## config.mk

```make
export PLATFORM = sky130hd
export DESIGN_NAME = pipe_stage_reg
export DESIGN_NICKNAME = d
export VERILOG_FILES = /design/src/rtl/pipe_pkg.sv /design/src/rtl/pipe_flush_ctr.sv /design/src/rtl/pipe_stage_reg.sv
export SDC_FILE = /design/constraint.sdc
export NUM_CORES = 1
export LEC_CHECK = 0
export CAP_MARGIN = 20
export CORE_MARGIN = 1.5
export CORE_UTILIZATION = 40
export DETAILED_ROUTE_END_ITERATION = 10
export PLACE_DENSITY = 0.9
export SLEW_MARGIN = 5
export SYNTH_ARGS = -nofsm -noshare
export SYNTH_HDL_FRONTEND = slang
export SYNTH_SLANG_ARGS = --single-unit
```

## constraint.sdc

```tcl
create_clock -name Clk -period 1.95 [get_ports Clk]
set_input_delay 0.39 -clock Clk [delete_from_list [all_inputs] [get_ports Clk]]
set_output_delay 0.39 -clock Clk [all_outputs]
set_load 0.01 [all_outputs]
```

## src/rtl/pipe_pkg.sv

```systemverilog
// pipe_pkg -- shared widths and control-bundle layout for the pipeline stage
// register and its helpers. Field offsets index bits of the packed control
// bundle carried alongside each payload beat.
package pipe_pkg;

    // Default payload, control and bubble-counter widths.
    localparam int DATA_W_DEF = 16;
    localparam int CTRL_W_DEF = 20;
    localparam int CNT_W_DEF  = 2;

    // Bit offset of each field inside the control bundle. Single-bit flags
    // occupy offsets 0..11; the ALU operation field starts at CF_ALU_SIGNALS
    // and runs to the top of the bundle.
    typedef enum logic [4:0] {
        CF_IR          = 5'd0,
        CF_IW          = 5'd1,
        CF_MR          = 5'd2,
        CF_MW          = 5'd3,
        CF_MTR         = 5'd4,
        CF_ALU_SRC     = 5'd5,
        CF_RW          = 5'd6,
        CF_BRANCH      = 5'd7,
        CF_SETC        = 5'd8,
        CF_CLRC        = 5'd9,
        CF_ST          = 5'd10,
        CF_SST         = 5'd11,
        CF_ALU_SIGNALS = 5'd12
    } ctrl_field_e;

    // Width of the ALU operation field in the default bundle.
    localparam int ALU_SIG_W = CTRL_W_DEF - int'(CF_ALU_SIGNALS);

    // A bubble must carry no side effects, so the control bundle is gated
    // to zero whenever the entry is not valid.
    function automatic logic [CTRL_W_DEF-1:0] gate_ctrl(
        input logic                  valid,
        input logic [CTRL_W_DEF-1:0] ctrl
    );
        return valid ? ctrl : '0;
    endfunction

endpackage

```

## src/rtl/pipe_flush_ctr.sv

```systemverilog
// pipe_flush_ctr -- bubble-window counter. Loads a window length on a flush,
// then counts down once per falling edge and saturates at zero. Reset wins
// over load.
module pipe_flush_ctr
    import pipe_pkg::*;
#(
    parameter int CNT_W = CNT_W_DEF
) (
    input  logic             Clk,
    input  logic             Rst,
    input  logic             Load,
    input  logic [CNT_W-1:0] LoadVal,
    output logic [CNT_W-1:0] Cnt
);

    logic [CNT_W-1:0] r_cnt;

    // Reset clears, a flush (re)loads the window, otherwise count down to 0.
    always_ff @(negedge Clk) begin
        if (Rst) begin
            r_cnt <= '0;
        end else if (Load) begin
            r_cnt <= LoadVal;
        end else if (r_cnt != '0) begin
            r_cnt <= r_cnt - CNT_W'(1);
        end
    end

    assign Cnt = r_cnt;

endmodule

```

## src/rtl/pipe_stage_reg.sv

```systemverilog
// pipe_stage_reg -- valid/ready pipeline stage register with flush bubbles.
// All state changes on the falling edge of Clk; Rst is synchronous and
// active-high and overrides Flush, which in turn overrides accept/issue.
//
// Build option PIPE_STAGE_SKID_EN: when defined the stage holds a main and a
// skid entry so InReady can come straight from a flop (skid empty) while
// still sustaining one beat per cycle. When undefined the stage is a single
// entry whose InReady looks through to OutReady combinationally.
module pipe_stage_reg
    import pipe_pkg::*;
#(
    parameter int DATA_W = DATA_W_DEF,
    parameter int CTRL_W = CTRL_W_DEF,
    parameter int CNT_W  = CNT_W_DEF
) (
    input  logic              Clk,
    input  logic              Rst,
    input  logic              InValid,
    output logic              InReady,
    input  logic [DATA_W-1:0] InData,
    input  logic [CTRL_W-1:0] InCtrl,
    output logic              OutValid,
    input  logic              OutReady,
    output logic [DATA_W-1:0] OutData,
    output logic [CTRL_W-1:0] OutCtrl,
    input  logic              Flush,
    input  logic [CNT_W-1:0]  FlushLen,
    output logic [CNT_W-1:0]  FlushCnt
);

    logic [CNT_W-1:0] w_cnt;
    logic             w_bubble;   // bubble window running: swallow input
    logic             w_accept;
    logic             w_issue;

    // Main (output-facing) entry.
    logic              r_vld;
    logic [DATA_W-1:0] r_data;
    logic [CTRL_W-1:0] r_ctrl;

    pipe_flush_ctr #(
        .CNT_W (CNT_W)
    ) u_flush_ctr (
        .Clk     (Clk),
        .Rst     (Rst),
        .Load    (Flush),
        .LoadVal (FlushLen),
        .Cnt     (w_cnt)
    );

    assign w_bubble = (w_cnt != '0);
    assign w_accept = InValid && InReady;
    assign w_issue  = r_vld && OutReady;

`ifdef PIPE_STAGE_SKID_EN

    // Skid entry: catches the beat accepted while the main entry is stalled.
    logic              r_skid_vld;
    logic [DATA_W-1:0] r_skid_data;
    logic [CTRL_W-1:0] r_skid_ctrl;

    // Ready depends only on flops (skid empty) plus the reset/bubble gating,
    // so no combinational path runs from OutReady to InReady.
    assign InReady = !Rst && (w_bubble || !r_skid_vld);

    // Main/skid update: issue drains skid into main or refills from input;
    // a stalled main diverts a new beat into skid.
    always_ff @(negedge Clk) begin
        if (Rst || Flush || w_bubble) begin
            r_vld       <= 1'b0;
            r_data      <= '0;
            r_ctrl      <= '0;
            r_skid_vld  <= 1'b0;
            r_skid_data <= '0;
            r_skid_ctrl <= '0;
        end else if (w_issue) begin
            if (r_skid_vld) begin
                // Skid full means InReady was low: no accept this edge.
                r_data     <= r_skid_data;
                r_ctrl     <= r_skid_ctrl;
                r_skid_vld <= 1'b0;
            end else if (w_accept) begin
                r_data <= InData;
                r_ctrl <= InCtrl;
            end else begin
                r_vld <= 1'b0;
            end
        end else if (w_accept) begin
            if (r_vld) begin
                r_skid_vld  <= 1'b1;
                r_skid_data <= InData;
                r_skid_ctrl <= InCtrl;
            end else begin
                r_vld  <= 1'b1;
                r_data <= InData;
                r_ctrl <= InCtrl;
            end
        end
    end

`else

    // Single entry: ready when empty or when the held beat leaves this edge.
    assign InReady = !Rst && (w_bubble || !r_vld || OutReady);

    // Single-entry update: accept (possibly replacing an issuing beat) or
    // empty out on a bare issue.
    always_ff @(negedge Clk) begin
        if (Rst || Flush || w_bubble) begin
            r_vld  <= 1'b0;
            r_data <= '0;
            r_ctrl <= '0;
        end else if (w_accept) begin
            r_vld  <= 1'b1;
            r_data <= InData;
            r_ctrl <= InCtrl;
        end else if (w_issue) begin
            r_vld <= 1'b0;
        end
    end

`endif

    assign OutValid = r_vld;
    assign OutData  = r_data;
    assign OutCtrl  = r_vld ? r_ctrl : '0;
    assign FlushCnt = w_cnt;

endmodule

```

# After elaboration in Yosys (flattened, before gate mapping)
# Cells that the tools add are included.
[totals]
in_bits = 43
ff_bits = 39
out_inout_bits = 40
[op_classes]
n_reduce_logical = 12
muxes = 5
addsub = 1
[ops]
columns = ["op", "n"]
rows = [
  ["two-way mux 20 bit", 1],
  ["nonzero test 2 bit", 3],
  ["logical OR 1 bit", 4],
  ["two-way mux 2 bit", 2],
  ["logical AND 1 bit", 3],
  ["zero test 1 bit", 2],
  ["two-way mux 1 bit", 2],
  ["subtractor 2 x 1 -> 2 bit (second input constant)", 1],
]

# Logic depth before layout (Yosys ltp)
[depth]
ltp_word = 6
depth_mapped = 7
ltp_nobuf = 5

# By module
# A second synthesis with hierarchy kept.
[unflattened]
hier_cells = 208
area_unflattened_um2 = 1774.2
[modules_own_cells]
columns = ["module", "cells_each", "instances", "area_per_inst_um2"]
rows = [
  ["pipe_stage_reg", 195, 1, 1649.1],
  ["pipe_flush_ctr", 13, 1, 125.1],
]

==> qor.txt <==
Logic gate share of total power = 17.9%
Area of the multi-input gates = 960 um^2
Switching portion of total power = 34.1%
Cell row count = 23
Status = complete, but fails checks
Failing checks = negative setup slack
Clock tree from TritonCTS = yes
Worst path slowest cell = dfxtp_4
Number of flops mapped to enable cells by yosys = 0
Hold Vio Cnt, Final = 0
Clock Latency Late Sink = 0.37 ns
WL/cell = 16.0 um
I/O Pins = 83
Largest net degree at the start of global routing = 31
Final setup margin = -0.688 ns
CTS H-tree lvls = 2
MaxCap Viol Count = 0
Routed vias = 2181
Crit path launch type = flop
Post-layout nets = 406
Max Slew Vio Count = 0
Die Y = 68.1 um
Pwr Density = 633 nW/um^2
FF/Latch Area = 810 um^2
Clock Sink Count = 39
Max IR drop VDD = 0.000500 V
Clock power frac = 42.6%
DRC = 0
Number of synthesized register bits = 39
GPL Wtd Cong = 0.704
Syn Nets = 251
Setup Total Neg Slack = -22.89 ns
Chip width = 68.1 um
Switch Pwr = 0.720 mW
Number of global-route vias before repair = 2181
Synth async-reset ratio = 0%
Crit Path Category = flop to primary output
Hold Path Class = flop to flop
Post-DP HPWL = 3.19 mm
Die area = 4630 um^2
Post-route ant nets = 0
Post-synth top flop = dfxtp_1
Starting Density = 42.0%
First-pass GRT wire length = 9.81 mm
Slew HR = 86.2%
Initial antenna violation count = 0
Final setup fails = 76
CP peak stage delay = 0.34 ns
Drt initial violations = 125
Core Util, Final = 82.9%
Crit path capture type = primary output
Hold_ws = 0.453 ns
Unrepaired setup endpoints after global routing = true
Yosys cell types = 24
PortBufs = 82
Grt ovf = 0
Crit path arrival time = 2.25 ns
Crit-path max FO = 2
Root Driver = clkbuf_8
DR pass1 iterations = 5
Via density = 5.28
Post-Route Skew = 0.0257 ns
Share of cells above drive strength 1 = 45.2%
P_leak = 1.55 nW
Core ar. = 4030 um^2
Part of the power in registers = 39.5%
Worst slew pin tran = 0.206 ns
Detailed Route WL = 6.63 mm
Sequential element share of the synthesized area = 46.1%
Design Power = 2.11 mW
Clock Path Buffers = 2
Worst-path cell chain = inv_2 -> ha_4 -> and3b_2 -> nor2_2 -> buf_2
Post-Syn Instances = 207
Inserted Diodes = 0
Cts hold-fix bufs = 0
Most frequent cells in the layout = buf_6 (41), inv_1 (39), clkdlybuf4s50_1 (38), nand2_1 (36), nand4_1 (36)
Synth warn = 0
Syn Std Cell Area = 1690 um^2
Inserted Clock Buffers = 5
Syn Area/Cell = 8.18 um^2
P&R area growth vs syn = 97.1%
Reg clk slew, reported paths = 0.04 ns
Fill cell count = 242
CP Data Required Time = 1.56 ns
Total Routing Usage GR = 28.2%
P_int = 1.39 mW
Most common cell after layout, fill and taps aside = buf_6
==> worst paths after layout <==
kind / from / to / slack [ns] / cells after the start
max: u_flush_ctr.Cnt[0]$_SDFFE_NP0P_ / InReady / -0.69 / 5
min: OutData[15]$_SDFFE_NP0P_ / OutData[15]$_SDFFE_NP0P_ / 0.45 / 2
max reg2reg: u_flush_ctr.Cnt[0]$_SDFFE_NP0P_ / r_ctrl[7]$_SDFFE_NP0P_ / 0.36 / 9
min reg2reg: OutData[15]$_SDFFE_NP0P_ / OutData[15]$_SDFFE_NP0P_ / 0.45 / 2
==> synthesized netlist by cell type (all sizes together), types with 2 or more instances <==
master  count  area share (%)
nand2      36             8.0
buf        11             4.4
and2       20             7.4
dfxtp      39              46
inv         3            0.66
nor2b       2            0.74
nor2        4             1.0
nand2b      2            0.74
nand4      36              13
clkbuf      9             2.3
o21ai      36              11
==> flip-flops by register name, indices dropped and copies added, names as in the netlist <==
register,count
OutData,16
OutValid,1
r_ctrl,20
u_flush_ctr.Cnt,2
==> final cells by class <==
class                   instances  area share [%]
multi-input cells             145            28.7
well taps                      50            1.87
clock buffers                   5            2.06
repair buffers                130            37.9
flip-flops and latches         39            24.2
clock inverters                42            4.95
inverters                       2           0.225
==> repair_timing <==
| item | in CTS | in global routing |
|---|---|---|
| endpoints found under the setup margin | 79 | 76 |
| gates resized for setup | 250 | 42 |
| gates cloned | 13 | 0 |
| buffers inserted | 10 | 8 |
| pin swaps | 5 | 24 |
==> critical path: cells and delay by family, from the launching register on <==
kind	cells	cell delay, ns
DFF	1	0.34
and+or+nand+nor	2	0.27
buffers and inverters	2	0.17
adders and majority gates	1	0.14
==> power by group through the flow <==
stage / clock (mW) / combinational, mW / sequential, mW
floorplan: 0.125 / 0.115 / 0.850
global placement: 0.125 / 0.269 / 0.844
detailed placement: 0.125 / 0.272 / 0.844
CTS: 0.888 / 0.351 / 0.834
global route: 1.04 / 0.399 / 0.834
finish: 0.901 / 0.378 / 0.834
==> logic make-up after synthesis <==
| kind of cell | count (synthesis) | share of synthesized area (%) |
|---|---|---|
| and+or+nand+nor | 104 | 33.2 |
| DFF | 39 | 46.1 |
| AOI/OAI and AO/OA | 38 | 11.5 |
| buffers and inverters | 23 | 7.39 |
| xor gates and xnor gates | 1 | 0.517 |
| muxes | 1 | 0.591 |
| adders and majority gates | 1 | 0.738 |
==> through the flow <==
step | worst slack, ns | cells | cell area (um^2)
final | -0.688 | 413 | 3340
after floorplan | -0.309 | 207 | 1720
after detailed placement | -0.785 | 339 | 2670
after global routing | -0.755 | 413 | 3340
after global placement | -0.730 | 339 | 2670
after CTS | -0.677 | 408 | 3170
==> per-layer routing <==
metal	up-vias	share of wire, %	global-route usage [%]
li1	1039	-	-
met1	1032	38	30.9
met2	98	55	50.8
met3	12	6.1	7.24
met4	0	1.3	12.3
met5	-	0	0
(Power assumes the default switching activity.)
==> RTL edit 1, RTL diff (same flow settings) <==
Set the package constant `CTRL_W_DEF` to 10 (it was 20).
--- a/src/rtl/pipe_pkg.sv
+++ b/src/rtl/pipe_pkg.sv
@@ -5,7 +5,7 @@
 
     // Default payload, control and bubble-counter widths.
     localparam int DATA_W_DEF = 16;
-    localparam int CTRL_W_DEF = 20;
+    localparam int CTRL_W_DEF = 10;
     localparam int CNT_W_DEF  = 2;
 
     // Bit offset of each field inside the control bundle. Single-bit flags
Interface: changed (resized InCtrl and OutCtrl); port bits go from 83 to 63. The function was not compared with the original's and may differ.
==> RTL edit 1 against the original RTL <==
The flow still finishes with violations (setup timing); routed wire length shrank 13%; sequential cell count shrank 10; clock power shrank 10%; worst setup slack gained 10 ps; design area shrank 12%; die area shrank 18%; power shrank 13%; synthesized area shrank 19%; clock skew grew 15 ps; highest routed layer unchanged.
==> RTL edit 1: results (changes against the original RTL) <==
outcome:
  run_status: "complete, but fails checks"  # unchanged
  violations_in_the_final_reports: "setup timing"  # unchanged
routing:
  wl_met1_um: 2156  # was 2508 um
  met2_length_um: 3175  # was 3626 um
worst_setup_path:
  critical_path.startpoint: "OutValid"  # was u_flush_ctr.Cnt[0]
place:
  pre_cts_ws_ps: -728.8  # was -784.8 ps
  io_buffers: 62  # was 82
  detailed_place.area_um2: 2247  # was 2668 um^2
sta:
  setup_viol: 30  # was 76
  postLayoutSetupSlackWorst_ps: -677.8  # was -688.2 ps
  holdWs_ps: 476.6  # was 452.7 ps
  timing_worst_slew_pin_value_ps: 222.0  # was 206.5 ps
  timing.setup.tns_ps: -11990  # was -22,890 ps
global_route:
  grt_pass1_vias: 1742  # was 2,181
yosys:
  yosysUniqueCellTypes: 22  # was 24
  post_synth_mux_area_share_pct: 0.7266  # was 0.5908%
  parity_gate_share_of_the_synthesized_area_counting_xor_and_xnor_cells_pct: 0.6358  # was 0.5170%
final_layout:
  n_multi_input_combinational_cell: 103  # was 145
  multi_input_area_share_pct: 25.07  # was 28.74%
  fillers: 162  # was 242
  signal_buffers: 117  # was 130
  post_route_cells_drive_above_1_share_pct: 55.56  # was 45.18%
  final-instance-count-excl-fill: 334  # was 413
  design.final.nets: 321  # was 406
power:
  static-leakage-power_nw: 1.352  # was 1.549 nW
  power.total_mw: 1.842  # was 2.113 mW
min_path:
  hold_path_end: "r_ctrl[8]"  # was OutData[15]
  hold_path.startpoint: "r_ctrl[8]"  # was OutData[15]
clock_tree:
  root_buffer: "sky130_fd_sc_hd__clkbuf_4"  # was sky130_fd_sc_hd__clkbuf_8
RTL edit 1: cell types whose count changed after synthesis, moves of 2 or more:
| cell | unedited run | this run |
|---|---|---|
| sky130_fd_sc_hd__and2_1 | 20 | 10 |
| sky130_fd_sc_hd__nand4_1 | 36 | 26 |
| sky130_fd_sc_hd__nand2b_1 | 2 | 0 |
| sky130_fd_sc_hd__clkbuf_2 | 4 | 0 |
| sky130_fd_sc_hd__nand2_1 | 36 | 26 |
| sky130_fd_sc_hd__dfxtp_1 | 39 | 29 |
| sky130_fd_sc_hd__o21ai_1 | 33 | 0 |
| sky130_fd_sc_hd__buf_6 | 0 | 9 |
| sky130_fd_sc_hd__o21ai_2 | 0 | 23 |
| sky130_fd_sc_hd__clkbuf_1 | 5 | 1 |
| sky130_fd_sc_hd__buf_4 | 8 | 0 |
RTL edit 1: repair_timing:
action	4_1_cts	5_1_grt
setup buffers	20	5
gates cloned	8	0
setup endpoints to repair	59	54
hold buffers	0	0
gates resized for setup	202	8
pin swaps	7	4
==> RTL edit 2, RTL diff (config.mk and constraints unchanged) <==
Made on the original files. Build with the macro `PIPE_STAGE_SKID_EN` defined.
--- a/src/rtl/pipe_stage_reg.sv
+++ b/src/rtl/pipe_stage_reg.sv
@@ -6,6 +6,8 @@
 // skid entry so InReady can come straight from a flop (skid empty) while
 // still sustaining one beat per cycle. When undefined the stage is a single
 // entry whose InReady looks through to OutReady combinationally.
+`define PIPE_STAGE_SKID_EN
+
 module pipe_stage_reg
     import pipe_pkg::*;
 #(
Function: changed (Yosys sat finds a counterexample within 4 cycles, from zero or initial values and one cycle with Rst high).
==> RTL edit 2 against the original RTL <==
The flow still finishes with violations (setup timing); via count rose by 72%; non-clock buffer count rose by 40; final cell count rose by 71%; design area rose by 90%; critical path type unchanged; sequential cell count rose by 37; synthesized area rose by 96%; power rose by 97%; routed wire length rose by 96%; worst setup slack got worse by 2.5 ps.
==> RTL edit 2: results (changes against the original RTL) <==
clock_tree:
  clock_insertion_delay_worst_skew_ps: 430  # was 370 ps
  cts_htree_levels: 3  # was 2
  cts_made_buffers: 9  # was 5
place:
  dpl.hpwl_um: 5592  # was 3191 um
  pre_cts_ws_ps: -988.0  # was -784.8 ps
  final_estimated_routing_congestion_in_global_placement: 0.7378  # was 0.7036
global_route:
  groute.layer.met1.usage_pct: 31.04  # was 30.86%
  globalRouteMet2Util_pct: 47.78  # was 50.85%
  grtUsageTotal_pct: 28.29  # was 28.17%
  grt_start_max_net_pins: 20  # was 31
  grt_pass1_vias: 3858  # was 2,181
  grt_use_met3_pct: 10.19  # was 7.237%
  wire_length_of_the_first_global_routing_pass_um: 18690  # was 9811 um
min_path:
  hold_path.class: "reg2reg"  # unchanged
worst_setup_path:
  regToRegSetupSlack_ps: 80  # was 360 ps
  setup.worst_path.end_class: "output port"  # unchanged
  critical_path.startpoint: "u_flush_ctr.Cnt[1]"  # was u_flush_ctr.Cnt[0]
  rr_startpoint: "OutValid"  # was u_flush_ctr.Cnt[0]
  crit-reg2reg-capture: "OutData[5]"  # was r_ctrl[7]
yosys:
  synthArstFlopShare_pct: 0  # unchanged
  synth.cells.most_frequent: "76 x sky130_fd_sc_hd__dfxtp_1, 74 x sky130_fd_sc_hd__nand2_1, 55 x sky130_fd_sc_hd__a21oi_1"  # was 39 x sky130_fd_sc_hd__dfxtp_1, 36 x sky130_fd_sc_hd__nand2_1, 36 x sky130_fd_sc_hd__nand4_1
  synth_nets: 414  # was 251
  postSynth.topFlopCell: "sky130_fd_sc_hd__dfxtp_1"  # unchanged
  netlist_top_cells_area: "sky130_fd_sc_hd__dfxtp_1 46%, sky130_fd_sc_hd__mux2i_1 11%, sky130_fd_sc_hd__nand2_1 8.3%"  # was sky130_fd_sc_hd__dfxtp_1 46%, sky130_fd_sc_hd__nand4_1 13%, sky130_fd_sc_hd__o21ai_1 9.7%
  ys_seq_area_share_pct: 45.73  # was 46.09%
  yosysUniqueCellTypes: 30  # was 24
sta:
  postLayoutSetupSlackWorst_ps: -690.7  # was -688.2 ps
  setup_viol: 113  # was 76
  clock_skew_ps: 38.74  # was 25.75 ps
  worst_slew_margin_rel_pct: 79.22  # was 86.22%
routing:
  detail_route.wl_per_cell_um: 18.35  # was 16.05 um
  route.vias.total: 3762  # was 2,181
  dr.first_iter.drc_count: 141  # was 125
outcome:
  violations_in_the_final_reports: "setup timing"  # unchanged
  run_status: "complete, but fails checks"  # unchanged
final_layout:
  post_route_cells_drive_above_1_share_pct: 49.50  # was 45.18%
  fillers: 486  # was 242
power:
  vdd_ir_drop_max_mv: 0.5131  # was 0.4996 mV
  static-leakage-power_nw: 2.933  # was 1.549 nW
RTL edit 2: stage by stage:
step	cell area (um^2)	setup TNS, ps	total power, mW	std cells
2_1_floorplan	3452	-21690	2.048	370
3_3_place_gp	4518	-83060	2.235	563
3_5_place_dp	4518	-87450	2.248	563
4_1_cts	6016	-25820	4.086	694
5_1_grt	6359	-34960	4.414	707
6_report	6359	-32840	4.167	707
RTL edit 2: critical path, cell delays in order, from the launching register on:
cell,delay (ps)
sky130_fd_sc_hd__dfxtp_2,320
sky130_fd_sc_hd__inv_2,40
sky130_fd_sc_hd__ha_4,160
sky130_fd_sc_hd__a21oi_4,150
sky130_fd_sc_hd__buf_6,110
sky130_fd_sc_hd__buf_6,90
RTL edit 2: cell type report:
| cell class | instances | area [um^2] | area share, % |
|---|---|---|---|
| timing repair buffer | 170 | 2142 | 33.69 |
| clock buffer | 9 | 123.9 | 1.948 |
| inverter | 2 | 7.507 | 0.1181 |
| sequential | 76 | 1554 | 24.44 |
| multi-input combinational | 262 | 2044 | 32.15 |
| tap | 105 | 131.4 | 2.066 |
| clock inverter | 83 | 355.3 | 5.588 |
RTL edit 2: cells by family after synthesis:
| group | count (synthesis) | synth area share (%) |
|---|---|---|
| buf+inv | 32 | 7.070 |
| fa+ha+maj | 1 | 0.3760 |
| flops | 76 | 45.73 |
| compound gates | 115 | 20.27 |
| xor+xnor | 1 | 0.2633 |
| simple gates | 108 | 15.16 |
| mux | 37 | 11.13 |
RTL edit 2: power by group:
part           switching [mW]  internal [mW]  total (mW)
clock                    1.13          0.805        1.93
combinational           0.278          0.343       0.620
sequential             0.0246           1.59        1.61
total                    1.43           2.74        4.17
RTL edit 2: metal layers:
layer	wire, um	part of all wire, %
met3	848	6.5
met4	359	2.8
met2	6679	51
met1	5082	39
met5	0	0
RTL edit 2: worst min path at each step:
stage / from / to / slack [ps] / cells past startpoint
2_1_floorplan: r_skid_ctrl[18] / r_skid_ctrl[18] / 440 / 2
3_5_place_dp: r_skid_data[3] / r_skid_data[3] / 450 / 2
4_1_cts: r_skid_data[1] / r_skid_data[1] / 450 / 2
3_3_place_gp: r_skid_data[2] / r_skid_data[2] / 440 / 2
6_report: r_skid_data[4] / r_skid_data[4] / 450 / 2
5_1_grt: r_skid_data[4] / r_skid_data[4] / 470 / 2
RTL edit 2: repair_timing:
action                                 CTS  global route
resized for setup                      324            53
gates cloned                            19             1
setup buffers                           21            14
endpoints found under the hold margin    0             0
setup endpoints to repair              116           113
hold buffers                             0             0
pin swaps                               19             6
